===== src/rtl/mem_port_arbiter.sv =====
// mem_port_arbiter: shares one single-port memory between the instruction-fetch
// port (i_*) and the load/store port (d_*), using round-robin arbitration.
// Each winning command is registered onto the mem_* bus and held there until
// mem_ack arrives or the watchdog aborts the access.
//
// Ports:
//   clk, reset                              clock, synchronous active-high reset
//   i_req, i_addr                           fetch command (held until i_gnt)
//   i_gnt, i_rvalid, i_rdata, i_err         fetch grant / completion
//   d_req, d_we, d_addr, d_wdata, d_wstrb   load/store command (held until d_gnt)
//   d_gnt, d_rvalid, d_rdata, d_err         load/store grant / completion
//   mem_req, mem_we, mem_addr, mem_wdata,
//   mem_wstrb                               registered memory command
//   mem_ack, mem_rdata                      memory completion and read data
module mem_port_arbiter #(
    parameter int unsigned TIMEOUT = 16
) (
    input  logic        clk,
    input  logic        reset,
    input  logic        i_req,
    input  logic [31:0] i_addr,
    output logic        i_gnt,
    output logic        i_rvalid,
    output logic [31:0] i_rdata,
    output logic        i_err,
    input  logic        d_req,
    input  logic        d_we,
    input  logic [31:0] d_addr,
    input  logic [31:0] d_wdata,
    input  logic [3:0]  d_wstrb,
    output logic        d_gnt,
    output logic        d_rvalid,
    output logic [31:0] d_rdata,
    output logic        d_err,
    output logic        mem_req,
    output logic        mem_we,
    output logic [31:0] mem_addr,
    output logic [31:0] mem_wdata,
    output logic [3:0]  mem_wstrb,
    input  logic        mem_ack,
    input  logic [31:0] mem_rdata
);

    // The counter only has to reach TIMEOUT-1.
    localparam int unsigned WD_W = (TIMEOUT < 2) ? 1 : $clog2(TIMEOUT);

    typedef enum logic [1:0] {IDLE, BUSY_I, BUSY_D} state_t;

    state_t          state;
    logic            last_gnt_d;   // 1: the most recent grant went to the data port
    logic [WD_W-1:0] wd_cnt;
    logic            pick_d;
    logic            wd_expire;

    // Data wins when it is the only requester, or when both request and fetch won last.
    assign pick_d    = d_req && (!i_req || !last_gnt_d);
    assign wd_expire = (TIMEOUT != 0) && (wd_cnt == WD_W'(TIMEOUT - 1)) && !mem_ack;

    // Arbitration FSM with registered command bus and response outputs.
    always_ff @(posedge clk) begin
        if (reset) begin
            state      <= IDLE;
            last_gnt_d <= 1'b1;
            wd_cnt     <= '0;
            mem_req    <= 1'b0;
            mem_we     <= 1'b0;
            mem_addr   <= '0;
            mem_wdata  <= '0;
            mem_wstrb  <= '0;
            i_gnt      <= 1'b0;
            i_rvalid   <= 1'b0;
            i_rdata    <= '0;
            i_err      <= 1'b0;
            d_gnt      <= 1'b0;
            d_rvalid   <= 1'b0;
            d_rdata    <= '0;
            d_err      <= 1'b0;
        end else begin
            i_gnt    <= 1'b0;
            d_gnt    <= 1'b0;
            i_rvalid <= 1'b0;
            d_rvalid <= 1'b0;

            case (state)
                IDLE: begin
                    if (i_req || d_req) begin
                        mem_req <= 1'b1;
                        wd_cnt  <= '0;
                        if (pick_d) begin
                            state      <= BUSY_D;
                            d_gnt      <= 1'b1;
                            last_gnt_d <= 1'b1;
                            mem_we     <= d_we;
                            mem_addr   <= d_addr;
                            mem_wdata  <= d_wdata;
                            mem_wstrb  <= d_we ? d_wstrb : 4'b0000;
                        end else begin
                            state      <= BUSY_I;
                            i_gnt      <= 1'b1;
                            last_gnt_d <= 1'b0;
                            mem_we     <= 1'b0;
                            mem_addr   <= i_addr;
                            mem_wdata  <= '0;
                            mem_wstrb  <= 4'b0000;
                        end
                    end
                end

                BUSY_I, BUSY_D: begin
                    // An ack in the expiry cycle completes normally.
                    if (mem_ack || wd_expire) begin
                        mem_req <= 1'b0;
                        state   <= IDLE;
                        if (state == BUSY_D) begin
                            d_rvalid <= 1'b1;
                            d_err    <= !mem_ack;
                            d_rdata  <= mem_ack ? mem_rdata : 32'h0;
                        end else begin
                            i_rvalid <= 1'b1;
                            i_err    <= !mem_ack;
                            i_rdata  <= mem_ack ? mem_rdata : 32'h0;
                        end
                    end else begin
                        wd_cnt <= wd_cnt + WD_W'(1);
                    end
                end

                default: begin
                    state   <= IDLE;
                    mem_req <= 1'b0;
                end
            endcase
        end
    end

endmodule

===== config.mk =====
export PLATFORM = sky130hd
export DESIGN_NAME = mem_port_arbiter
export DESIGN_NICKNAME = d
export VERILOG_FILES = /design/src/rtl/mem_port_arbiter.sv
export SDC_FILE = /design/constraint.sdc
export NUM_CORES = 1
export LEC_CHECK = 0
export BUFFER_PORTS_ARGS = -buffer_cell sky130_fd_sc_hd__buf_2
export CAP_MARGIN = 20
export CORE_UTILIZATION = 46
export DETAILED_ROUTE_END_ITERATION = 10
export HOLD_SLACK_MARGIN = 0.03
export PLACE_DENSITY = 0.8
export SYNTH_ARGS = -nofsm -noshare
export SYNTH_HDL_FRONTEND = slang
export SYNTH_SLANG_ARGS = --single-unit
export TNS_END_PERCENT = 20

===== constraint.sdc =====
create_clock -name clk -period 2 [get_ports clk]
set_clock_uncertainty 0.1 [all_clocks]
set_input_delay 0.4 -clock clk [delete_from_list [all_inputs] [get_ports clk]]
set_output_delay 0.4 -clock clk [all_outputs]
set_load 0.02 [all_outputs]

Word level (Yosys, flattened, before mapping)
Cells that the tools add are included.
Widths: inputs -> output; s select.
Word-level totals
  input bits: 138
  bits in registers: 147
  output and inout port bits: 140
  word-level logic and storage cells: 66
Operators by class
  equal/unequal tests: 6
  reduce and logical (&&, ||, !) cells: 18
  add/sub/neg operators: 1
  bitwise logic cells: 5
  multiplexer cells: 20
Operators by type and width (count)
  $mux 32: 3
  $mux 4: 4
  $reduce_and 3->1: 3
  $pmux 4 s2: 1
  $mux 1: 7
  $mux 2: 3
  $ne 2x2->1 const B: 3
  $reduce_or 3->1: 2
  $not 1->1: 5
  $add 4x1->4 const B: 1
  $eq 4x4->1 const B: 1
  $pmux 2 s2: 1
  $reduce_and 2->1: 2
  $logic_not 1->1: 3
  $logic_or 1x1->1: 3
  $eq 2x1->1 const B: 1
  $eq 2x2->1 const B: 1
  $logic_and 1x1->1: 2
  $logic_not 2->1: 1
  $pmux 1 s2: 1
  $reduce_bool 2->1: 1
  $reduce_or 2->1: 1

Logic depth before layout (Yosys ltp)
  depth after elaboration: 6
  depth in mapped cells: 7
  depth with buffers taken out: 6

Least setup slack after synthesis
OpenSTA, ideal clock, no wires.
  path type: register -> register
  start: register state[1]
  end: register i_rdata[2]
  library setup time: 0.067 ns
  arrival time: 1.580 ns
  data required time: 1.833 ns
  buffers on the path: 2
  setup slack: 0.253 ns
  cell stages (with the launch flop): 8
  clock period less this slack: 1.747 ns
  path through: dfxtp_1 > inv_1 > ha_1 > clkbuf_1 > nor3b_4 > buf_6 > nand3_1 > a21oi_2
Between the ends
  cells in the longest elaborated chain, start to end: 3
  elaborated cells between the ends (all ways): 5
  classes of those cells: eq/ne (2); bitwise (1); reduce/logical (2)
RTL lines
  start, declared: line 49  | state_t state;
  start signal, assigned: line 62  | state <= IDLE;
  start signal, assigned: line 90  | state <= BUSY_D;
  start signal, assigned: line 98  | state <= BUSY_I;
  $eq 2x2->1 / $eq 2x1->1 (equally long branches): line 84, 114
  $reduce_or 2->1 / $not 1->1 (equally long branches)
  $reduce_and 3->1 (no line) *
  end signal, assigned: line 121  | i_rdata <= mem_ack ? mem_rdata : 32'h0;
  end, declared: line 24  | output logic [31:0] i_rdata,
Mark *: on every way between the ends. The rest lies on a longest branch, timed or not.
A chain may end at the register's enable or synchronous reset.

Worst setup path after layout
  start: register wd_cnt[0]
  end: register i_rdata[19]
Between the ends
  cells in the longest elaborated chain, start to end: 4
RTL lines
  start, declared: line 51  | logic [WD_W-1:0] wd_cnt;
  start signal, assigned: line 124  | wd_cnt <= wd_cnt + WD_W'(1);
  $eq 4x4->1: line 57  | assign wd_expire = (TIMEOUT != 0) && (wd_cnt == WD_W'(TIMEOUT - 1)) && !mem_ack;
  $logic_and 1x1->1: line 57
  $logic_or 1x1->1: line 111  | if (mem_ack || wd_expire) begin
  $reduce_and 3->1 (no line)
Every way passes these cells.

==> impl_metrics.py <==
metrics = {
    "cells_and_area": {
        "fillCellCount": 946,
        "fin_cells": 1002,
        "final_common_cell": "buf_2",
        "syn2layout_area_growth_pct": 38.3,
        "drive_above_1_share": 0.385,
        "area.sequential_um2": 2940,
        "multi_input_area_um2": 2300,
        "nets": 988,
        "layout_common_cells": "276 x buf_2, 147 x dfxtp_1, 104 x nor2_1",
        "antennaDiodeCount": 0,
    },
    "sta": {
        "post-route-min-period_ns": 1.80,
        "relSlewSlack": 0.617,
        "fin_setup_tns_ns": 0,
        "rsz0062_at_grt": "false",
        "worst_slew_pin_slew_ns": 0.574,
        "fmax_ghz": 0.556,
        "fin_crit_sh": 0.899,
        "finalHoldViolCount": 0,
        "final-max-slew-violation-count": 0,
        "finalSetupViolCount": 0,
        "hold_slack_ns": 0.118,
    },
    "clock_tree": {
        "cts_buffer_depth": 2,
        "htreeDepth": 4,
        "cts_buffers": 17,
        "clkSlewWorstSetupHoldPaths_ns": 0.06,
        "cts_tree": "done",
        "root_buffer": "clkbuf_16",
        "postCtsSetupBuffers": 0,
        "clock-sinks": 147,
        "cts-resized-gates": 0,
        "clock_latency_ns": 0.41,
        "hold_buffers": 0,
    },
    "critical_path": {
        "cp-start-kind": "flip-flop",
        "crit_path_max_incr_delay_ns": 0.39,
        "path_class": "flip-flop to flip-flop",
        "end_kind": "flip-flop",
        "crit_required_ns": 2.23,
        "path_max_fanout": 27,
        "cp.arrival_ns": 2.03,
        "path_cells": "ha_1 -> a31oi_4 -> nor3b_4 -> buf_12 -> nand3_1 -> a21oi_1",
        "cp_slowest_cell": "dfxtp_1",
    },
    "detailed_routing": {
        "routedWlPerCell_um": 14.6,
        "antenna_left": 0,
        "first_iter_violations": 411,
        "vias": 5247,
        "via_per_inst": 5.24,
        "drt-pass1-iter-count": 11,
        "post-route-drc-count": 17,
        "postRouteWirelength_um": 14600,
    },
    "floorplan": {
        "die_w_um": 112,
        "rows": 39,
        "ios": 278,
        "die_area_um2": 12500,
        "start_util": 0.480,
        "fp.dieH_um": 112,
        "core_um2": 11600,
    },
    "yosys": {
        "syn-num-nets": 731,
        "async_flop_share": 0,
        "synth_seq_cells": 147,
        "yosysSeqAreaShare": 0.530,
        "synth.avg_cell_area_um2": 9.41,
        "synth.distinct_cells": 39,
        "synth-warning-count": 0,
        "synth_area_um2": 5550,
        "synth_edf_count": 0,
        "syn_inst": 590,
        "synthFlopType": "dfxtp_1",
    },
    "run_status": {
        "status": "finished with violations",
        "violations": "DRC",
    },
    "pwr": {
        "leakage_uw": 0.00358,
        "ir_worst_vdd_uv": 665,
        "p_per_area_nw_per_um2": 1080,
    },
    "global_route": {
        "grtUsageTotal": 0.234,
        "antenna_found_initial": 0,
        "grt_max_degree": 65,
        "grt_pass1_vias": 4792,
        "overflow": 0,
        "grt_pass1_wl_um": 23200,
    },
    "hold_path": {
        "min_path_type": "input port to flip-flop",
    },
    "run": {
        "maxCapViolCount": 0,
    },
    "placed_design": {
        "hpwl_um": 10200,
        "port-buffer-count": 277,
        "gp_congestion": 0.817,
        "place_inst": 971,
    },
}
-- state kept, by name (all words and copies together) (netlist names), 2 cells and up --
| register | count |
|---|---|
| wd_cnt | 4 |
| mem_wdata | 32 |
| d_rdata | 32 |
| state | 2 |
| i_rdata | 32 |
| mem_addr | 32 |
| mem_wstrb | 4 |
-- layer usage --
| metal | routed length (um) | global-route usage | vias up |
|---|---|---|---|
| met2 | 7200 | 0.381 | 210 |
| met4 | 195 | 0.0865 | 0 |
| met5 | 0 | 0 | - |
| met3 | 1030 | 0.0768 | 15 |
| li1 | - | - | 2624 |
| met1 | 6200 | 0.289 | 2398 |
-- synth_stat cells, types with 2 or more instances --
library cell / n / share of area
and2_2: 2 / 0.0027
o21ai_0: 7 / 0.0063
buf_6: 11 / 0.022
buf_1: 2 / 0.0014
inv_1: 4 / 0.0027
nand3_1: 34 / 0.031
nor2_1: 104 / 0.070
a22oi_1: 65 / 0.088
buf_2: 19 / 0.017
a21oi_1: 37 / 0.033
a32oi_1: 4 / 0.0063
nor3b_1: 2 / 0.0027
dfxtp_1: 147 / 0.53
clkbuf_1: 20 / 0.014
nand3b_1: 2 / 0.0027
nor3_1: 4 / 0.0036
ha_1: 3 / 0.0068
a211oi_1: 34 / 0.046
nand2_1: 38 / 0.026
mux2i_1: 32 / 0.058
-- metrics by stage --
step / cell area (um^2) / power [uW] / setup slack (ns) / util
finish: 7680 / 8310 / 0.201 / 0.664
global route: 7680 / 8660 / 0.0566 / 0.664
CTS: 7680 / 8390 / 0.190 / 0.664
detailed placement: 7000 / 4790 / 0.261 / 0.606
global placement: 7000 / 4770 / 0.262 / 0.606
floorplan: 5550 / 4270 / 0.253 / -
-- power breakdown --
part	internal (uW)	switching [uW]
Clock	2430	1160
Combinational	554	911
Sequential	3150	109
Total	6130	2180
-- critical path, delay by kind of cell, from the launching register on --
kind                       cells  cell delay, ns
DFF                            1            0.39
adders and majority gates      1            0.30
and+or+nand+nor                2            0.35
buffers and inverters          1            0.20
AOI/OAI and AO/OA              2            0.36
-- final cells by class --
type / instances / area share
multi-input combinational: 386 / 0.299
clock inverter: 10 / 0.0264
sequential: 147 / 0.383
clock buffer: 21 / 0.0613
inverter: 4 / 0.00196
tap: 143 / 0.0233
timing repair buffer: 291 / 0.204
-- cells by family (layout without fill, tap and decap cells) --
group / count (synthesis) / count (layout) / synth area share
buffers and inverters: 57 / 326 / 0.0584
AOI/OAI and AO/OA: 157 / 157 / 0.197
DFF: 147 / 147 / 0.530
adders and majority gates: 3 / 3 / 0.00676
muxes: 32 / 32 / 0.0577
and+or+nand+nor: 194 / 194 / 0.151
-- final timing paths --
path	slack [ns]	cells after the start	endpoint	from
max	0.20	6	i_rdata[19]	wd_cnt[0]
min	0.12	3	mem_wdata[28]	d_wdata[28]
max reg2reg	0.20	6	i_rdata[19]	wd_cnt[0]
min reg2reg	0.35	2	i_rdata[10]	i_rdata[10]
Power figures use the tool's default switching activity.
